$ cat config.mk
export PLATFORM = sky130hd
export DESIGN_NAME = fetch_pc_unit
export DESIGN_NICKNAME = d
export VERILOG_FILES = /design/src/rtl/fetch_pc_unit.sv
export SDC_FILE = /design/constraint.sdc
export NUM_CORES = 1
export LEC_CHECK = 0
export BUFFER_PORTS_ARGS = -buffer_cell sky130_fd_sc_hd__buf_2
export CORE_UTILIZATION = 49
export DETAILED_ROUTE_END_ITERATION = 8
export PLACE_DENSITY = 0.91
export SLEW_MARGIN = 40
export SYNTH_ARGS = -nofsm -noshare
export SYNTH_HDL_FRONTEND = slang
export SYNTH_SLANG_ARGS = --single-unit
$ cat constraint.sdc
create_clock -name clk -period 2.3 [get_ports clk]
set_input_delay 0.115 -clock clk [delete_from_list [all_inputs] [get_ports clk]]
set_output_delay 0.115 -clock clk [all_outputs]
set_load 0.05 [all_outputs]
$ cat src/rtl/fetch_pc_unit.sv
// Program counter and single-outstanding instruction fetch stage.
// Tracks one req/ack fetch at a time and hands fetched words to decode under stall/redirect.
module fetch_pc_unit #(
  parameter int unsigned      WIDTH       = 8,
  parameter int unsigned      INSTR_WIDTH = 16,
  parameter logic [WIDTH-1:0] RESET_PC    = '0,
  parameter int unsigned      STEP        = 1
) (
  input  logic                   clk,
  input  logic                   rst_n,
  input  logic [WIDTH-1:0]       next_pc_in,
  input  logic                   redirect,
  input  logic                   stall,
  output logic [WIDTH-1:0]       pc_plus_step,
  output logic                   imem_req,
  output logic [WIDTH-1:0]       imem_addr,
  input  logic                   imem_ack,
  input  logic [INSTR_WIDTH-1:0] imem_rdata,
  output logic [INSTR_WIDTH-1:0] instr_out,
  output logic [WIDTH-1:0]       instr_pc,
  output logic                   instr_valid
);

  typedef enum logic [1:0] {
    S_IDLE    = 2'd0,
    S_REQ     = 2'd1,
    S_HOLD    = 2'd2,
    S_DISCARD = 2'd3
  } state_t;

  state_t                 state_q, state_d;
  logic [WIDTH-1:0]       pc_q, pc_d;
  logic                   req_q, req_d;
  logic [WIDTH-1:0]       addr_q, addr_d;
  logic [INSTR_WIDTH-1:0] instr_q, instr_d;
  logic [WIDTH-1:0]       ipc_q, ipc_d;
  logic                   valid_q, valid_d;

  // Sequential increment wraps modulo 2^WIDTH
  assign pc_plus_step = pc_q + WIDTH'(STEP);

  assign imem_req    = req_q;
  assign imem_addr   = addr_q;
  assign instr_out   = instr_q;
  assign instr_pc    = ipc_q;
  assign instr_valid = valid_q;

  // State and registered outputs
  always_ff @(posedge clk or negedge rst_n) begin
    if (!rst_n) begin
      state_q <= S_IDLE;
      pc_q    <= RESET_PC;
      req_q   <= 1'b0;
      addr_q  <= RESET_PC;
      instr_q <= '0;
      ipc_q   <= '0;
      valid_q <= 1'b0;
    end else begin
      state_q <= state_d;
      pc_q    <= pc_d;
      req_q   <= req_d;
      addr_q  <= addr_d;
      instr_q <= instr_d;
      ipc_q   <= ipc_d;
      valid_q <= valid_d;
    end
  end

  // Next-state and next-output logic
  always_comb begin
    state_d = state_q;
    pc_d    = pc_q;
    req_d   = req_q;
    addr_d  = addr_q;
    instr_d = instr_q;
    ipc_d   = ipc_q;
    valid_d = valid_q;
    unique case (state_q)
      S_IDLE: begin
        state_d = S_REQ;
        req_d   = 1'b1;
        addr_d  = pc_q;
      end
      S_REQ: begin
        if (imem_ack && !redirect) begin
          instr_d = imem_rdata;
          ipc_d   = addr_q;
          valid_d = 1'b1;
          pc_d    = next_pc_in;
          req_d   = 1'b0;
          state_d = S_HOLD;
        end else if (imem_ack && redirect) begin
          // Returned word belongs to the abandoned path; reissue at the target
          pc_d    = next_pc_in;
          addr_d  = next_pc_in;
        end else if (redirect) begin
          pc_d    = next_pc_in;
          state_d = S_DISCARD;
        end
      end
      S_HOLD: begin
        if (redirect) begin
          valid_d = 1'b0;
          pc_d    = next_pc_in;
          addr_d  = next_pc_in;
          req_d   = 1'b1;
          state_d = S_REQ;
        end else if (!stall) begin
          valid_d = 1'b0;
          addr_d  = pc_q;
          req_d   = 1'b1;
          state_d = S_REQ;
        end
      end
      S_DISCARD: begin
        // Stale request must run to completion before the real fetch is issued
        if (imem_ack) begin
          state_d = S_REQ;
          if (redirect) begin
            pc_d   = next_pc_in;
            addr_d = next_pc_in;
          end else begin
            addr_d = pc_q;
          end
        end else if (redirect) begin
          pc_d = next_pc_in;
        end
      end
      default: state_d = S_IDLE;
    endcase
  end

endmodule

==> results of run 1 <==
routing by layer:
metal,vias up,share of wire [%]
met5,-,0
met3,7,5.3
li1,611,-
met4,0,1.6
met1,642,42
met2,45,51
power groups by stage:
stage          logic [mW]  registers [mW]  clock network, mW
3_3_place_gp         1.50            1.16                  0
4_1_cts              1.54            1.16              0.525
3_5_place_dp         1.53            1.16                  0
6_report             1.52            1.16              0.509
5_1_grt              1.59            1.19              0.551
2_1_floorplan       0.483            1.87                  0
registers in the layout, indices dropped and copies added (netlist names):
name         flops
instr_out       16
imem_addr        8
instr_pc         8
pc_q             8
state_q          2
imem_req         1
instr_valid      1
final timing paths:
path	endpoint	slack [ns]
max in group asynchronous	pc_q[4]	1.58
min in group asynchronous	instr_pc[0]	0.35
worst max-delay path	pc_plus_step[6]	0.49
worst max register to register	imem_addr[4]	0.51
worst min-delay path	instr_out[15]	0.05
worst min register to register	instr_out[10]	0.51
cell usage in the layout (no fill, tap or decap), types with 2 or more instances in the layout:
master                      n
sky130_fd_sc_hd__buf_2     69
sky130_fd_sc_hd__nand3_1    2
sky130_fd_sc_hd__a21oi_1    2
sky130_fd_sc_hd__buf_4      3
sky130_fd_sc_hd__nand3b_1   3
sky130_fd_sc_hd__inv_1      3
sky130_fd_sc_hd__dfrtp_1   44
sky130_fd_sc_hd__xor2_1     2
sky130_fd_sc_hd__o21ai_0    3
sky130_fd_sc_hd__clkbuf_8   7
sky130_fd_sc_hd__mux2_4     8
sky130_fd_sc_hd__xnor2_1    4
sky130_fd_sc_hd__mux2_2    40
through the flow:
step                      utilization, %  setup WS, ns  total power [mW]  hold WS, ns  cell area (um^2)
final                               65.2         0.491              3.19       0.0514              2460
after global routing                65.2         0.390              3.33       0.0430              2460
after CTS                           65.2         0.481              3.22       0.0450              2460
after detailed placement            62.3         0.557              2.69        0.140              2350
after global placement              62.3         0.624              2.66        0.314              2350
after floorplan                        -         0.515              2.35       -0.181              1970
worst max-delay path, stage by stage (launching register included):
cell and delay (ns):
sky130_fd_sc_hd__dfrtp_1 0.44, sky130_fd_sc_hd__ha_1 0.25, sky130_fd_sc_hd__and3_1 0.23, sky130_fd_sc_hd__nand3_1 0.11, sky130_fd_sc_hd__xnor2_1 0.11, sky130_fd_sc_hd__buf_2 0.27
cells by family (layout without fill, tap and decap cells):
group	Yosys count	count (layout)	share of synthesized area (%)
xor gates and xnor gates	6	6	2.66
and+or+nand+nor	14	14	4.57
adders and majority gates	1	1	0.634
DFF	44	44	55.8
AOI/OAI and AO/OA	9	9	3.17
buffers and inverters	8	83	3.11
muxes	49	49	30.1
final cells by class:
type / instances / area, um^2 / area share, %
sequential: 44 / 1100 / 44.8
multi-input combinational: 79 / 811 / 33.0
timing repair buffer: 73 / 378 / 15.4
clock buffer: 7 / 96.3 / 3.92
tap: 48 / 60.1 / 2.44
inverter: 3 / 11.3 / 0.458
repair_timing:
action,in CTS,in global routing
hold buffers,1,0
buffers inserted,0,0
endpoints found under the hold margin,44,0
==> run metrics, run 1 <==
cell area power density about 1300 nW/um^2; overall track demand over capacity in global routing around a fifth; pin count of the biggest net entering global routing 45; drc violations 0; wire length of the first global-routing pass roughly 6300 um; number of nets at the end of the flow around 240; detailed-route vias per instance 5.14; Resized cells post-CTS 0; power share of the combinational group between 40% and 50%; detailed-route wire length per cell approximately 15 um; H-tree depth reported by CTS 2; leakage between 1 and 1.5 nW; number of hold violations in the final report 0; largest fanout of any net on the critical path 6; launching element of the worst setup path pc_q[0]; syn_nets between 150 and 200; DRT antenna net count 0; number of enable-type register cells in the synthesized netlist 0; clock network fraction of total power between 10% and 20%; total wirelength of the detailed-routed design 3870 um; kind of critical path reg2out; run status finished, final reports clean; Seq pwr share 36.3%; area of the die approximately 4300 um^2; Data arrival, critical path about 1.7 ns; DP HPWL between 2000 and 3000 um; maximum operating frequency 553 MHz; met3 track demand over resource 6.08%; gr ovfl total 0; FF-to-FF Start state_q[1]; number of placed cells counting well taps ~250; final-report max-slew violation count 0; met1 Track Usage GR approximately 24%; portion of the clock cycle consumed by the worst path in the final layout 78.7%; Worst setup EP type primary output; Post-Layout Cell Count 254; max_cap viols 0; vias in the first global route roughly 1300; net switching component of the power between 1 and 1.5 mW; area growth from synthesis to final layout 24.5%; number of port buffers 70; Total Negative Setup Slacks 0 ns; ys flop type sky130_fd_sc_hd__dfrtp_1; length of the first detailed-routing pass in iterations 2; initial antenna violation count 0; fin crit period approximately 1.8 ns; count of vias placed by the detailed router between 1000 and 1500; slew at the pin closest to its max-slew limit ~0.54 ns; number of buffers added by the clock tree synthesis step 5; CTS Root Cell sky130_fd_sc_hd__clkbuf_8; count of inserted antenna diode cells 0; fraction of layout cells with a size suffix above 1 between 60% and 70%; most common cell in the netlist sky130_fd_sc_hd__dfrtp_1; proportion of register bits with asynchronous set or reset after synthesis 100%; number of cells traversed by the worst register-to-register path 3; Unique masters post-synth 27; Post-Syn Instances roughly 130; summed instance area of the synthesized netlist around 2000 um^2; number of warning messages in the yosys log 0; clock insertion delay at the later pin of the skew report 0.29 ns; data required time of the worst path roughly 2.2 ns; clock transition at the registers of the reported paths around 0.08 ns; maximum clock skew at final layout 0.00385 ns; buffers from clock root to sink, at most 2; most area-consuming cells after synthesis sky130_fd_sc_hd__dfrtp_1 56%, sky130_fd_sc_hd__mux2_2 23%, sky130_fd_sc_hd__mux2_4 6.1%; number of clock sinks 44; flip-flop and latch count after synthesis 44; TritonCTS clock tree yes; fraction of power spent switching nets between 40 and 50%; unrepaired setup endpoints after global routing no; fraction of synthesized cell area taken by the top area cell type a little under three fifths; Hold/Removal Path Class in2reg; number of cells on the worst hold path 2; endpoints failing setup 0; die width 65.5 um; global placer's final weighted congestion ~0.76; Initial Util about 52%; Peak VDD IR a little over 0.0009 V; number of primary I/O pins a little over 70; met2 track utilization from global routing between 30% and 40%; leading area contributor after synthesis sky130_fd_sc_hd__dfrtp_1; filler instances about 260; Worst setup SP type register; worst slew slack as a fraction of its limit 64.2%; Worst Hold Launch imem_rdata[15]; die span in y roughly 65 um; layer with the highest usage after global routing met2; sequential fraction of the synthesis area a little under three fifths; Core Area roughly 3800 um^2; top cells by instance count after synthesis 44 x sky130_fd_sc_hd__dfrtp_1, 40 x sky130_fd_sc_hd__mux2_2, 8 x sky130_fd_sc_hd__mux2_4; standard-cell rows 22; number of DRC markers after the initial detailed-route iteration 56; average cell area after synthesis between 15 and 20 um^2; internal power component 1.71 mW
(Power assumes the default switching activity.)
==> inputs of run 2 (changes only) <==
==> constraint.sdc (replaced) <==
create_clock -name clk -period 1.9 [get_ports clk]
set_input_delay 0.095 -clock clk [delete_from_list [all_inputs] [get_ports clk]]
set_output_delay 0.095 -clock clk [all_outputs]
set_load 0.05 [all_outputs]
==> run metrics, run 2 (synthesized netlist as in run 1, its figures left out) <==
end-of-flow core utilization 65.4% (+0.27 points); slew at the pin closest to its max-slew limit 0.459 ns (-0.0780 ns); Worst setup SP type register; length of the first detailed-routing pass in iterations 4 (+2); worst slew slack as a fraction of its limit 69.4% (+5.2 points); fin crit period about 1.8 ns; max FFs per register 16 (unchanged); highest-count cells in the layout ignoring fill and taps 70 x sky130_fd_sc_hd__buf_2, 44 x sky130_fd_sc_hd__dfrtp_1, 40 x sky130_fd_sc_hd__mux2_2; detailed-route vias per instance 5.18 (+0.73%); net switching component of the power 1.80 mW (+21%); clock transition at the registers of the reported paths 0.08 ns (about the same); Peak VDD IR 0.00124 V (+35%); Resized cells post-CTS 0 (unchanged); DRT antenna net count 0 (unchanged); top routing layer in use met4; standard-cell rows 22 (unchanged); met3 WL post-DR 184 um (-10%); maximum clock skew at final layout 0.00586 ns (+0.00201 ns); power share of the combinational group 47.9% (about the same); final-report max-slew violation count 0 (unchanged); met2 layer wire length in the routed design 1990 um (+1.1%); unrepaired setup endpoints after global routing no; max_cap viols 0 (unchanged); leakage 1.18 nW (+0.25%); initial antenna violation count 0 (unchanged); pin count of the biggest net entering global routing 18 (-60%); portion of the clock cycle consumed by the worst path in the final layout a little over nine tenths; Hold/Removal Path Class in2reg; wire length of the first global-routing pass 6300 um (-0.44%); maximum operating frequency between 500 and 600 MHz; number of primary I/O pins 71 (unchanged); design area 2470 um^2 (+0.41%); largest fanout of any net on the critical path 6 (unchanged); global placer's final weighted congestion 0.780 (+2.1%); H-tree depth reported by CTS 2 (unchanged); number of buffers added by the clock tree synthesis step 5 (unchanged); run status finished, final reports clean; internal power component 2.04 mW (+19%); Core Area 3770 um^2 (unchanged); area after detailed placement 2360 um^2 (+0.53%); Data arrival, critical path 1.69 ns (about the same); vias in the first global route 1354 (+2.5%); detailed-route wire length per cell 14.7 um (-3.4%); Total Negative Setup Slacks 0 ns (unchanged); number of port buffers 70 (unchanged); die span in y 65.5 um (unchanged); Seq pwr share 36.6% (+0.3 points); kind of critical path reg2out; clock insertion delay at the later pin of the skew report 0.29 ns (about the same); buffers from clock root to sink, at most 2 (unchanged); number of DRC markers after the initial detailed-route iteration 45 (-20%); area growth from synthesis to final layout 25.0%; Worst setup EP type primary output; TritonCTS clock tree yes; fraction of power spent switching nets 46.8% (+0.40 points); DP HPWL 2890 um (+6.1%); drc violations 0 (unchanged); CTS Root Cell sky130_fd_sc_hd__clkbuf_8; area of the die 4280 um^2 (unchanged); hold buffers post-CTS 1 (unchanged); number of hold violations in the final report 0 (unchanged); setup bufs post-CTS 0 (unchanged); number of nets at the end of the flow 238 (+0.85%); routed metal-1 wire length 1580 um (-3.2%); count of vias placed by the detailed router 1330 (+1.9%); endpoints failing setup 0 (unchanged); clock network fraction of total power 15.5% (-0.5 points); data required time of the worst path 1.80 ns (-0.38 ns); Initial Util 52.3% (unchanged); number of placed cells counting well taps 248 (+0.81%); most frequent standard cell in the layout excluding fill and tap cells sky130_fd_sc_hd__buf_2; count of inserted antenna diode cells 0 (unchanged); gr ovfl total 0 (unchanged); overall track demand over capacity in global routing 20.0% (+0.083 points); die width 65.5 um (unchanged); Post-Layout Cell Count 257 (+1.2%); cell area power density 1550 nW/um^2 (+20%); fraction of layout cells with a size suffix above 1 63.2% (about the same); total wirelength of the detailed-routed design 3780 um (-2.2%); number of clock sinks 44 (unchanged)
-- run 2: metrics by stage --
| stage | hold WS, ns | power (mW) | worst slack (ns) |
|---|---|---|---|
| floorplan | -0.201 | 2.84 | 0.135 |
| global placement | -0.00633 | 3.22 | 0.220 |
| detailed placement | -0.00810 | 3.27 | 0.169 |
| CTS | 0.0167 | 3.88 | 0.108 |
| global route | 0.0159 | 4.01 | 0.00723 |
| finish | 0.0287 | 3.84 | 0.116 |
-- run 2: final cells by class --
class / instances / area, um^2
Fill cell: 298 / 1300
Clock inverter: 1 / 7.51
Multi-Input combinational cell: 79 / 811
Timing Repair Buffer: 75 / 390
Clock buffer: 7 / 86.3
Tap cell: 48 / 60.1
Inverter: 3 / 11.3
Sequential cell: 44 / 1100
-- run 2: path summary, 6_finish.rpt --
kind,endpoint,start,cells past startpoint,slack (ns)
max,pc_plus_step[6],pc_q[0],5,0.12
min,instr_out[8],imem_rdata[8],2,0.03
max reg2reg,imem_addr[6],state_q[1],3,0.16
min reg2reg,instr_out[8],instr_out[8],1,0.51
max in group asynchronous,imem_req,rst_n,3,1.15
min in group asynchronous,state_q[1],rst_n,2,0.23
-- run 2: power by group through the flow --
stage	clock (mW)	sequential, mW	combinational (mW)
6_report	0.594	1.40	1.84
5_1_grt	0.645	1.45	1.92
4_1_cts	0.618	1.40	1.86
3_5_place_dp	0	1.41	1.85
3_3_place_gp	0	1.40	1.82
2_1_floorplan	0	2.26	0.585
-- run 2: critical path, cell delays in order (launching register included) --
cell	delay (ns)
sky130_fd_sc_hd__dfrtp_1	0.44
sky130_fd_sc_hd__ha_1	0.25
sky130_fd_sc_hd__and3_1	0.22
sky130_fd_sc_hd__nand3_1	0.10
sky130_fd_sc_hd__xnor2_1	0.12
sky130_fd_sc_hd__buf_2	0.28
-- run 2: routing by layer --
| metal | GRT usage, % | vias up |
|---|---|---|
| met1 | 23.9 | 667 |
| met2 | 35.4 | 42 |
| met4 | 4.08 | 0 |
| met5 | 0 | - |
| met3 | 6.08 | 4 |
| li1 | - | 617 |
